[config.mk]
export PLATFORM = sky130hd
export DESIGN_NAME = pc_branch_unit
export DESIGN_NICKNAME = d
export VERILOG_FILES = /design/src/rtl/pc_branch_unit.sv
export SDC_FILE = /design/constraint.sdc
export NUM_CORES = 1
export LEC_CHECK = 0
export ABC_AREA = 1
export CELL_PAD_IN_SITES_DETAIL_PLACEMENT = 0
export CELL_PAD_IN_SITES_GLOBAL_PLACEMENT = 1
export CORE_UTILIZATION = 40
export DETAILED_ROUTE_END_ITERATION = 16
export GPL_TIMING_DRIVEN = 0
export MAX_ROUTING_LAYER = met4
export PLACE_DENSITY = 0.89
export SYNTH_ARGS = -nofsm -noshare
export SYNTH_HDL_FRONTEND = slang
export SYNTH_SLANG_ARGS = --single-unit
[constraint.sdc]
create_clock -name clock -period 8.6 [get_ports clock]
set_input_delay 2.58 -clock clock [delete_from_list [all_inputs] [get_ports clock]]
set_output_delay 2.58 -clock clock [all_outputs]
set_load 0.05 [all_outputs]
[src/rtl/pc_branch_unit.sv]
// Program counter and NZCV flag register with LEGv8 control-flow evaluation
// (B, B.cond, CBZ, CBNZ, BR); next PC and branch-taken are registered.
module pc_branch_unit #(
    parameter logic [63:0] RESET_PC = 64'h0
) (
    input  logic        clock,
    input  logic        reset,
    input  logic [3:0]  status_in,
    input  logic        set_flags,
    input  logic        pc_en,
    input  logic [2:0]  branch_type,
    input  logic [3:0]  cond,
    input  logic [25:0] offset,
    input  logic [63:0] reg_target,
    output logic [63:0] pc_out,
    output logic [63:0] pc_plus4,
    output logic [3:0]  flags_out,
    output logic        taken
);

    localparam int unsigned PC_W    = 64;
    localparam int unsigned FLAG_W  = 4;
    localparam int unsigned IMM26_W = 26;
    localparam int unsigned IMM19_W = 19;

    typedef enum logic [2:0] {
        BT_NONE  = 3'b000,
        BT_B     = 3'b001,
        BT_BCOND = 3'b010,
        BT_CBZ   = 3'b011,
        BT_CBNZ  = 3'b100,
        BT_BR    = 3'b101
    } branch_type_e;

    // Status / flag bit positions in {V,C,Z,N} order
    localparam int unsigned FLAG_N = 0;
    localparam int unsigned FLAG_Z = 1;
    localparam int unsigned FLAG_C = 2;
    localparam int unsigned FLAG_V = 3;

    logic [PC_W-1:0]   pc_q;
    logic [FLAG_W-1:0] flags_q;
    logic              taken_q;

    logic [PC_W-1:0]   off26;
    logic [PC_W-1:0]   off19;
    logic [PC_W-1:0]   seq_pc;
    logic [PC_W-1:0]   next_pc;
    logic              take;
    logic              cond_true;

    // Word-scaled, sign-extended branch displacements
    always_comb begin
        off26 = {{(PC_W - IMM26_W - 2){offset[IMM26_W-1]}}, offset, 2'b00};
        off19 = {{(PC_W - IMM19_W - 2){offset[IMM19_W-1]}}, offset[IMM19_W-1:0], 2'b00};
    end

    // Condition evaluation always uses the architectural (registered) flags
    always_comb begin
        logic fn, fz, fc, fv;
        fn = flags_q[FLAG_N];
        fz = flags_q[FLAG_Z];
        fc = flags_q[FLAG_C];
        fv = flags_q[FLAG_V];
        cond_true = 1'b0;
        case (cond)
            4'b0000: cond_true = fz;
            4'b0001: cond_true = ~fz;
            4'b0010: cond_true = fc;
            4'b0011: cond_true = ~fc;
            4'b0100: cond_true = fn;
            4'b0101: cond_true = ~fn;
            4'b0110: cond_true = fv;
            4'b0111: cond_true = ~fv;
            4'b1000: cond_true = fc & ~fz;
            4'b1001: cond_true = ~fc | fz;
            4'b1010: cond_true = (fn == fv);
            4'b1011: cond_true = (fn != fv);
            4'b1100: cond_true = ~fz & (fn == fv);
            4'b1101: cond_true = fz | (fn != fv);
            default: cond_true = 1'b1;
        endcase
    end

    // Branch decode; status_in is only looked at for CBZ/CBNZ so unknowns
    // on it cannot leak into the PC on other instruction types
    always_comb begin
        seq_pc  = pc_q + PC_W'(4);
        take    = 1'b0;
        next_pc = seq_pc;
        case (branch_type_e'(branch_type))
            BT_B: begin
                take    = 1'b1;
                next_pc = pc_q + off26;
            end
            BT_BCOND: begin
                take    = cond_true;
                next_pc = cond_true ? pc_q + off19 : seq_pc;
            end
            BT_CBZ: begin
                take    = (status_in[FLAG_Z] == 1'b1);
                next_pc = take ? pc_q + off19 : seq_pc;
            end
            BT_CBNZ: begin
                take    = (status_in[FLAG_Z] == 1'b0);
                next_pc = take ? pc_q + off19 : seq_pc;
            end
            BT_BR: begin
                take    = 1'b1;
                next_pc = reg_target;
            end
            default: begin
                take    = 1'b0;
                next_pc = seq_pc;
            end
        endcase
    end

    // Architectural state; reset dominates, pc_en gates every update
    always_ff @(posedge clock) begin
        if (reset) begin
            pc_q    <= RESET_PC;
            flags_q <= '0;
            taken_q <= 1'b0;
        end else if (pc_en) begin
            pc_q    <= next_pc;
            taken_q <= take;
            if (set_flags) begin
                flags_q <= status_in;
            end
        end
    end

    assign pc_out    = pc_q;
    assign pc_plus4  = seq_pc;
    assign flags_out = flags_q;
    assign taken     = taken_q;

endmodule
Yosys cells after proc, flatten, opt, wreduce, memory -nomap -nowiden
Cells that the tools add are included.
- reductions and logical operators: 3
- mux-type cells: 6
- add/sub/neg operators: 3
- eq/ne operators: 20
- bitwise operators: 9
- operators with widths (cell ; number):
    case mux 64 bit (5 select lines) ; 1
    two-way mux 64 bit ; 3
    adder 64 bit ; 2
    adder 64 x 3 -> 64 bit (second input constant) ; 1
    == test 4 bit (second input constant) ; 6
    == test 4 x 3 -> 1 bit (second input constant) ; 4
    case mux 1 bit (14 select lines) ; 1
    == test 4 x 2 -> 1 bit (second input constant) ; 2
    == test 3 x 2 -> 1 bit (second input constant) ; 2
    == test 3 bit (second input constant) ; 2
    inverter 1 bit ; 5
    == test 4 x 1 -> 1 bit (second input constant) ; 1
    zero test 4 bit ; 1
    case mux 1 bit (4 select lines) ; 1
    == test 3 x 1 -> 1 bit (second input constant) ; 1
    bitwise AND 1 bit ; 2
    bitwise OR 1 bit ; 2
    AND reduction 2 bit ; 1
    OR reduction 2 bit ; 1
    == test 1 bit ; 1
    inequality test 1 bit ; 1
- input bits: 105
- word-level logic and storage cells: 44
- flip-flop bits (word level): 69
- output and inout bits: 133

Longest topological paths before layout
Gate-level depths: netlist (run 1).
- word-level depth: 5
- gate-level depth with buffers: 19
- mapped depth without buffers: 19

Worst setup path before layout (run 1)
No wires, ideal clock.
- path kind: register -> output
- start point: reg pc_q[3] (netlist: pc_out[3])
- end point: out pc_plus4[58]
- arrival: 2.536 ns
- data required time: 6.020 ns
- cell stages (with the launch flop): 9
- slack: 3.484 ns
- buffers on the path: 0
- cells stage by stage: dfxtp_1 > ha_1 > nand2_1 > nor2_1 > nand2_1 > inv_1 > nand2_1 > nor2_1 > xor2_1
- longest elaborated chain between the ends: 1
- RTL lines (item ; RTL line ; RTL):
    start, declared ; 41 ; logic [PC_W-1:0] pc_q;
    start signal, assigned ; 126 ; pc_q <= next_pc;
    adder 64 x 3 -> 64 bit ; 88 ; seq_pc = pc_q + PC_W'(4);
    end, declared ; 16 ; output logic [63:0] pc_plus4,
No other way between the ends.

Worst setup path after layout (run 1)
- start point: reg pc_q[12] (netlist: pc_out[12])
- end point: out pc_plus4[62]
The elaborated chain is that of the path after synthesis.

==> results of run 1 <==
==> power by group through the flow <==
stage	Sequential, mW	Combinational [mW]	Clock [mW]
after detailed placement	0.439	1.34	0
after global placement	0.439	1.33	0
after CTS	0.432	1.35	0.399
after floorplan	0.486	0.773	0
final	0.436	1.38	0.403
after global routing	0.433	1.48	0.410
==> registers in the layout, indices dropped and copies added (netlist names) <==
name	cells
flags_out	4
taken	1
pc_out	64
==> final timing paths <==
| check | startpoint | to | depth (start not counted) |
|---|---|---|---|
| max reg2reg | pc_out[18] | pc_out[52] | 13 |
| max | pc_out[12] | pc_plus4[62] | 8 |
| min | taken | taken | 2 |
| min reg2reg | taken | taken | 2 |
==> per-stage QoR <==
stage | hold slack, ns | power, mW | worst slack [ns] | util (%)
global route | 0.5155 | 2.323 | 2.079 | 49.89
global placement | 0.4819 | 1.772 | 1.322 | 49.09
floorplan | 0.6900 | 1.259 | 3.484 | -
detailed placement | 0.4845 | 1.777 | 1.972 | 49.07
CTS | 0.4945 | 2.178 | 2.291 | 49.88
finish | 0.4904 | 2.222 | 2.061 | 49.89
==> kinds of logic (layout without fill, tap and decap cells) <==
group                      count (synthesis)  after routing
other                                      0              1
xor gates and xnor gates                  84             84
DFF                                       69             69
buffers and inverters                    510            761
AOI/OAI and AO/OA                        449            449
adders and majority gates                106            106
and+or+nand+nor                         1803           1803
==> worst reg2reg max path, cell delays in order, from the launching register on <==
cell	delay, ns
dfxtp_1	0.39
ha_1	0.40
nand2_1	0.27
nor2_2	0.46
inv_1	0.07
o21ai_0	0.92
inv_1	0.14
nand2_1	0.55
nand3_1	0.24
nand3_1	0.14
nand2_1	0.05
nor2_1	0.18
nor2_1	0.12
a21oi_1	0.17
==> layer usage <==
| metal | share of wire, % | vias to the layer above | routed length [um] | track usage [%] |
|---|---|---|---|---|
| met3 | 12 | 222 | 9850 | 8.539 |
| met2 | 41 | 1368 | 34720 | 65.22 |
| met5 | 0 | - | 0 | - |
| met1 | 41 | 9527 | 35060 | 56.39 |
| li1 | - | 10054 | - | - |
| met4 | 6.6 | 0 | 5644 | 25.70 |
==> placed cells by master (no fill, tap or decap), drive strengths merged, types with 3 or more instances in the layout <==
cell,netlist,final
nor3,54,54
a21oi,256,256
nand2,1127,1127
or2,9,9
and3,5,5
nor4,7,7
nor2,352,352
nand3,197,197
dfxtp,69,69
ha,105,105
a21o,4,4
xor2,57,57
clkinvlp,0,3
and2,4,4
buf,23,25
clkdlybuf4s50,0,233
nand4,31,31
inv,460,460
o21bai,28,28
o21ai,148,148
a21boi,3,3
nand3b,17,17
xnor2,27,27
clkbuf,27,37
==> cell type report <==
class                   count  area (um^2)
diodes                      1        2.502
clock inverters             6        62.56
well taps                 504        630.6
plain buffers              50        250.2
clock buffers              10        239.0
inverters                 460         1727
multi-input cells        2442        11800
flip-flops and latches     69         1381
fillers                  4182        18520
repair buffers            235         2342
==> impl_metrics.csv, run 1 <==
group,metric,value,unit
clocking,postCtsHoldBufs,0,
logic_synthesis,yosys.area_share.adder,8.797,%
global_route,grt_antenna_before_repair,1,
floorplan,coreArea,0.03696,mm^2
global_route,grt_pass1_wl,121.0,mm
global_route,grt_max_degree,45,
logic_synthesis,yosysSeqAreaShare,9.110,%
drt,vias,21171,
drt,routed_wl,85.27,mm
power,internal_power,1.001,mW
timing,period_needed,6.539,ns
logic_synthesis,synthTopCellsByCount,"nand2_1 (1118), inv_1 (456), nor2_1 (347), a21oi_1 (254), nand3_1 (194)",
drt,avgRoutedWirePerCell,22.58,um
worst_setup_path,critPathLaunchType,"register",
global_route,grt_pass1_vias,18858,
logic_synthesis,synth.area.top_cells,"nand2_1 (28%), inv_1 (11%), dfxtp_1 (9.1%), ha_1 (8.7%), nor2_1 (8.6%)",
logic_synthesis,netlist_area,0.01516,mm^2
power,p_clk_share,18.1,%
logic_synthesis,yosysMostFrequentCell,"nand2_1",
logic_synthesis,synth-async-reset-ratio,0,%
place,placed_area,0.01813,mm^2
worst_setup_path,end_kind,"primary output",
place,io_buffers,235,
drt,first_iter_violations,2537,
logic_synthesis,synth_mux_area_share,0,%
clocking,ctsHtreeMaxLevel,3,
clocking,root_buffer,"clkbuf_16",
logic_synthesis,syn_avg_cell_area,5.019,um^2
clocking,cts_tree,"done",
global_route,grt_use_total,44.35,%
outcome,outcome,"completed",
power,p_comb_share,62.3,%
clocking,cts_resized,0,
clocking,cts_num_sinks,69,
timing,relSlewSlack,21.37,%
drt,drt-vias-per-instance,5.605,
place,dpl.hpwl,72.41,mm
worst_setup_path,worstPathRequired,6.02,ns
layout,fin_area,0.01844,mm^2
floorplan,start_util,41.02,%
power,swShare,54.97,%
clocking,cts_setup_buffers,0,
clocking,numCtsBuffers,9,
clocking,worstSkewPairLatency,0.38,ns
floorplan,dieWidth,196.7,um
worst_setup_path,cp_slowest_cell,"clkdlybuf4s50_1",
timing,setup_viol_count_final,0,
layout,area_growth,21.61,%
power,ir_drop,107.6,uV
worst_setup_path,arrival,3.96,ns
timing,drv_slew,0,
layout,nNetsFinal,3478,
worst_setup_path,path_delay_family,"simple AND/OR/NAND/NOR gates",
worst_setup_path,critPathMaxFanout,6,
logic_synthesis,synthesis.nets,3232,
logic_synthesis,yosys.area_share.simple,48.61,%
timing,rsz0062_at_grt,"false",
timing,finalHoldViolCount,0,
layout,drive_above_1_share,2.262,%
logic_synthesis,yosysTopAreaCellShare,27.68,%
worst_setup_path,crit_type,"reg2out",
worst_setup_path,critPathMaxStageDelay,0.86,ns
logic_synthesis,ys_ff_latch,69,
logic_synthesis,synth_top_family_by_area,"simple AND/OR/NAND/NOR gates",
worst_setup_path,worstPathCellList,"nand2_1 -> nor2_1 -> nand2_1 -> nor3_1 -> nand2_1 -> nor2_1 -> xor2_1 -> clkdlybuf4s50_1",
min_path,hp-class,"reg2reg",
floorplan,num_io_pins,238,
worst_setup_path,critPathMostFrequentCell,"nand2_1",
global_route,grt_overflow,0,
flow_run,max_cap_viol_count,0,
timing,fmax,152.9,MHz
timing,timing.final.crit_share,76.04,%
logic_synthesis,synth_edf_count,0,
layout,final_cells,3777,
floorplan,rows,70,
logic_synthesis,yosys_warnings,0,
logic_synthesis,yosysUniqueCellTypes,43,
power,powerDensity,120.5,mW/mm^2
clocking,cts.path.max_buffers,2,
timing,fin_skew,0.01170,ns
floorplan,fp.dieArea,0.03869,mm^2
power,switching_power,1.222,mW
worst_setup_path,crit_buf_inv,1,
logic_synthesis,yosysTopAreaCell,"nand2_1",
logic_synthesis,syn_inst,3021,
drt,ant_nets,0,
drt,drtPass1Iterations,6,
logic_synthesis,synth_xor_area_share,4.852,%
logic_synthesis,ys.flop_type,"dfxtp_1",
power,leakage,9.459,nW
worst_setup_path,reg2reg_slack,4.42,ns
clocking,path_clk_slew,0.07,ns
floorplan,die_height,196.7,um
power,seqPwrFrac,19.6,%
drt,drc,0,
timing,fin_tns_setup,0,ns
place,gp_congestion,1.255,
timing,worst_pin_slew,1.167,ns
place,placed_cells,3760,
logic_synthesis,synth-compound-area-share,15.59,%
(Power assumes the default switching activity.)
==> run 2, diff against run 1 <==
--- a/config.mk
+++ b/config.mk
@@ -8,11 +8,11 @@
 export ABC_AREA = 1
 export CELL_PAD_IN_SITES_DETAIL_PLACEMENT = 0
 export CELL_PAD_IN_SITES_GLOBAL_PLACEMENT = 1
-export CORE_UTILIZATION = 40
+export CORE_UTILIZATION = 37
 export DETAILED_ROUTE_END_ITERATION = 16
 export GPL_TIMING_DRIVEN = 0
 export MAX_ROUTING_LAYER = met4
-export PLACE_DENSITY = 0.89
+export PLACE_DENSITY = 0.83
 export SYNTH_ARGS = -nofsm -noshare
 export SYNTH_HDL_FRONTEND = slang
 export SYNTH_SLANG_ARGS = --single-unit
==> constraint.sdc (replaced) <==
create_clock -name clock -period 6.25 [get_ports clock]
set_input_delay 1.875 -clock clock [delete_from_list [all_inputs] [get_ports clock]]
set_output_delay 1.875 -clock clock [all_outputs]
set_load 0.05 [all_outputs]
==> impl_metrics.csv, run 2 (synthesized netlist as in run 1, its figures left out) <==
group,metric,value,unit
drt,avgRoutedWirePerCell,23.29,um
power,seqPwrFrac,19.2,%
clocking,path_clk_slew,0.07,ns
clocking,cts_setup_buffers,0,
timing,drv_slew,0,
power,powerDensity,170.1,mW/mm^2
floorplan,coreArea,0.04010,mm^2
timing,setup_slack,0.3422,ns
layout,area_growth,22.01,%
layout,nFillCells,4507,
clocking,root_buffer,"clkbuf_16",
drt,drc,0,
power,internal_power,1.431,mW
worst_setup_path,worstRegToRegCells,13,
timing,setup_viol_count_final,0,
timing,finalHoldViolCount,0,
global_route,grt_use_total,42.70,%
power,finalPower,3.146,mW
layout,nNetsFinal,3478,
global_route,grt_overflow,0,
timing,relSlewSlack,16.81,%
clocking,ctsHtreeMaxLevel,3,
place,io_buffers,235,
timing,timing.final.crit_share,94.52,%
layout,multi_input_area,0.01180,mm^2
layout,final_cells,3798,
clocking,cts_resized,0,
worst_setup_path,end_kind,"primary output",
layout,drive_above_1_share,2.262,%
global_route,grt_pass1_wl,124.5,mm
global_route,grt_pass1_vias,18961,
global_route,grt_antenna_before_repair,1,
drt,drt-vias-per-instance,5.524,
clocking,cts_tree,"done",
flow_run,max_cap_viol_count,0,
floorplan,dieWidth,204.4,um
global_route,grt_max_degree,45,
timing,fin_skew,0.02414,ns
timing,rsz0062_at_grt,"false",
layout,post-route-util,46.14,%
worst_setup_path,worstPathRequired,4.38,ns
floorplan,die_height,204.4,um
place,dpl.hpwl,75.77,mm
layout,final_common_cell,"nand2_1",
floorplan,num_io_pins,238,
place,gp_congestion,1.143,
clocking,cts_num_sinks,69,
drt,vias,20980,
timing,fmax,169.3,MHz
drt,drtPass1Iterations,8,
min_path,worstHoldPathCells,2,
power,leakage,9.472,nW
place,dp_slack,0.1809,ns
layout,final_cell_mix,"nand2_1 (1118), inv_1 (456), nor2_1 (347)",
place,placed_cells,3781,
layout,seqCellArea,0.001381,mm^2
drt,first_iter_violations,2598,
layout,largest_register_ffs,64,
power,p_comb_share,60.9,%
timing,worst_pin_slew,1.235,ns
worst_setup_path,arrival,4.03,ns
power,p_clk_share,19.9,%
worst_setup_path,critPathLaunchType,"register",
clocking,numCtsBuffers,9,
floorplan,rows,73,
min_path,hp-class,"reg2reg",
timing,period_needed,5.908,ns
power,switching_power,1.715,mW
clocking,cts.path.max_buffers,2,
floorplan,fp.dieArea,0.04179,mm^2
drt,ant_nets,0,
worst_setup_path,critPathMaxFanout,6,
power,ir_drop,121.2,uV
floorplan,start_util,37.81,%
worst_setup_path,crit_type,"reg2out",
power,swShare,54.52,%
outcome,outcome,"completed",
clocking,postCtsHoldBufs,0,
clocking,worstSkewPairLatency,0.38,ns
drt,routed_wl,88.46,mm
run 2: cell count changes in the layout (fill, tap and decap cells not counted), sizes merged:
cell,before,now
clkinv,2,0
clkbuf,37,38
bufinv,1,2
run 2: final timing paths:
| kind | slack (ns) | start | endpoint |
|---|---|---|---|
| worst max-delay path | 0.34 | pc_out[3] | pc_plus4[30] |
| worst min-delay path | 0.48 | taken | taken |
| worst max register to register | 1.91 | pc_out[19] | pc_out[52] |
| worst min register to register | 0.48 | taken | taken |
run 2: worst max-delay path: stages (launching register included):
cell             delay, ns
dfxtp_1               0.58
ha_1                  0.35
inv_1                 0.08
nor3_1                0.90
nand2_1               0.33
xor2_1                0.49
clkdlybuf4s50_1       0.90
run 2: cell type report:
| cell class | instances | share of cell area, % |
|---|---|---|
| buffer | 50 | 1.353 |
| antenna | 1 | 0.01353 |
| clock inverter | 5 | 0.4464 |
| inverter | 460 | 9.334 |
| multi-input combinational | 2442 | 63.81 |
| tap | 525 | 3.551 |
| timing repair buffer | 235 | 12.66 |
| sequential | 69 | 7.467 |
| clock buffer | 11 | 1.366 |
run 2: routing by layer:
metal  track usage, %  vias to the layer above  share of wire (%)
met4            23.19                        0                6.1
met1            54.30                     9443                 42
li1                 -                    10050                  -
met5                -                        -                  0
met3            8.833                      206                 11
met2            62.75                     1281                 41
run 2: stage by stage:
stage	hold WS [ns]	setup TNS [ns]	area, um^2
floorplan	0.6900	0	15160
global placement	0.4608	-2.645	18170
detailed placement	0.4683	0	18160
CTS	0.4782	0	18500
global route	0.5033	0	18500
finish	0.4770	0	18500
run 2: power by group through the flow:
stage          clock network [mW]  registers, mW  logic [mW]
3_3_place_gp                    0          0.610        1.85
6_report                    0.626          0.603        1.92
2_1_floorplan                   0          0.668        1.06
3_5_place_dp                    0          0.609        1.86
5_1_grt                     0.640          0.601        2.05
4_1_cts                     0.618          0.600        1.87
==> run 3, diff against run 2 <==
--- a/config.mk
+++ b/config.mk
@@ -13,6 +13,7 @@
 export GPL_TIMING_DRIVEN = 0
 export MAX_ROUTING_LAYER = met4
 export PLACE_DENSITY = 0.83
+export SLEW_MARGIN = 25
 export SYNTH_ARGS = -nofsm -noshare
 export SYNTH_HDL_FRONTEND = slang
 export SYNTH_SLANG_ARGS = --single-unit
==> impl_metrics.csv, run 3 (synthesized netlist as in run 1, its figures left out) <==
group,metric,value,unit
floorplan,dieWidth,204.4,um
clocking,cts.path.max_buffers,2,
layout,final_common_cell,"nand2_1",
drt,first_iter_violations,2628,
power,ir_drop,121.6,uV
global_route,grt_max_degree,37,
worst_setup_path,worstPathRequired,4.38,ns
timing,finalHoldViolCount,0,
layout,final_cells,3801,
timing,period_needed,5.909,ns
clocking,cts_setup_buffers,0,
clocking,ctsHtreeMaxLevel,3,
global_route,grt_overflow,0,
floorplan,die_height,204.4,um
place,io_buffers,235,
clocking,numCtsBuffers,9,
global_route,grt_use_total,42.82,%
place,dpl.hpwl,75.91,mm
floorplan,num_io_pins,238,
layout,final_cell_mix,"nand2_1 (1118), inv_1 (456), nor2_1 (347)",
timing,drv_slew,0,
timing,timing.hold.ws,0.4809,ns
place,placed_area,0.01820,mm^2
drt,drt-vias-per-instance,5.536,
place,gp_congestion,1.143,
timing,fmax,169.2,MHz
timing,setup_slack,0.3406,ns
floorplan,start_util,37.81,%
place,dp_slack,0.4257,ns
global_route,grt_antenna_before_repair,1,
layout,drive_above_1_share,2.321,%
min_path,hp-class,"reg2reg",
drt,drtPass1Iterations,8,
clocking,cts_num_sinks,69,
clocking,root_buffer,"clkbuf_16",
flow_run,max_cap_viol_count,0,
drt,routed_wl,88.66,mm
timing,relSlewSlack,28.52,%
clocking,cts_resized,0,
layout,area_growth,22.22,%
timing,fin_skew,0.02344,ns
clocking,cts_tree,"done",
power,leakage,9.493,nW
drt,drc,0,
worst_setup_path,crit_type,"reg2out",
global_route,grt_pass1_vias,18958,
outcome,outcome,"completed",
worst_setup_path,arrival,4.03,ns
drt,vias,21043,
worst_setup_path,critPathLaunchType,"register",
worst_setup_path,critPathMaxFanout,6,
timing,setup_viol_count_final,0,
clocking,postCtsHoldBufs,0,
power,finalPower,3.139,mW
timing,timing.final.crit_share,94.55,%
timing,rsz0062_at_grt,"false",
clocking,worstSkewPairLatency,0.39,ns
drt,ant_nets,0,
layout,largest_register_ffs,64,
power,powerDensity,169.4,mW/mm^2
timing,fin_tns_setup,0,ns
layout,fin_area,0.01853,mm^2
floorplan,coreArea,0.04010,mm^2
timing,worst_pin_slew,1.064,ns
floorplan,fp.dieArea,0.04179,mm^2
worst_setup_path,end_kind,"primary output",
floorplan,rows,73,
place,placed_cells,3783,
drt,avgRoutedWirePerCell,23.33,um
global_route,grt_pass1_wl,125.1,mm
layout,post-route-util,46.21,%
clocking,path_clk_slew,0.07,ns
layout,nNetsFinal,3480,
-- run 3: changes by cell type in the layout (fill, tap and decap cells not counted), sizes merged --
| cell | previous run | this run |
|---|---|---|
| clkinvlp | 3 | 1 |
| inv | 460 | 461 |
| diode | 1 | 2 |
| buf | 25 | 27 |
| clkbuf | 38 | 36 |
| clkinv | 0 | 3 |
-- run 3: worst max-delay path, stage by stage (launching register included) --
cell	delay, ns
dfxtp_1	0.61
ha_1	0.35
inv_1	0.08
nor3_1	0.86
nand2_1	0.36
xor2_1	0.48
clkdlybuf4s50_1	0.90
-- run 3: worst paths after layout --
check             startpoint            to  slack (ns)  cells past startpoint
hold / removal         taken         taken        0.48                      2
setup / recovery   pc_out[3]  pc_plus4[30]        0.34                      6
hold reg to reg        taken         taken        0.48                      2
setup reg to reg   pc_out[2]    pc_out[52]        2.00                     18
-- run 3: routing by layer --
| layer | routed length, um | vias to the layer above | global-route usage (%) |
|---|---|---|---|
| met4 | 5450 | 0 | 22.73 |
| met1 | 36950 | 9467 | 54.48 |
| met2 | 36600 | 1297 | 63.18 |
| li1 | - | 10068 | - |
| met5 | 0 | - | - |
| met3 | 9658 | 211 | 8.785 |
-- run 3: cell type report --
class	instances	area, um^2
fill	4556	21570
multi-input combinational	2442	11800
timing repair buffer	237	2382
inverter	460	1727
sequential	69	1381
tap	525	656.9
buffer	50	250.2
clock buffer	9	225.2
clock inverter	7	98.84
antenna	2	5.005
-- run 3: report_power, final --
| group | internal [mW] | switching (mW) |
|---|---|---|
| registers | 0.477 | 0.127 |
| logic | 0.585 | 1.34 |
| clock network | 0.352 | 0.260 |
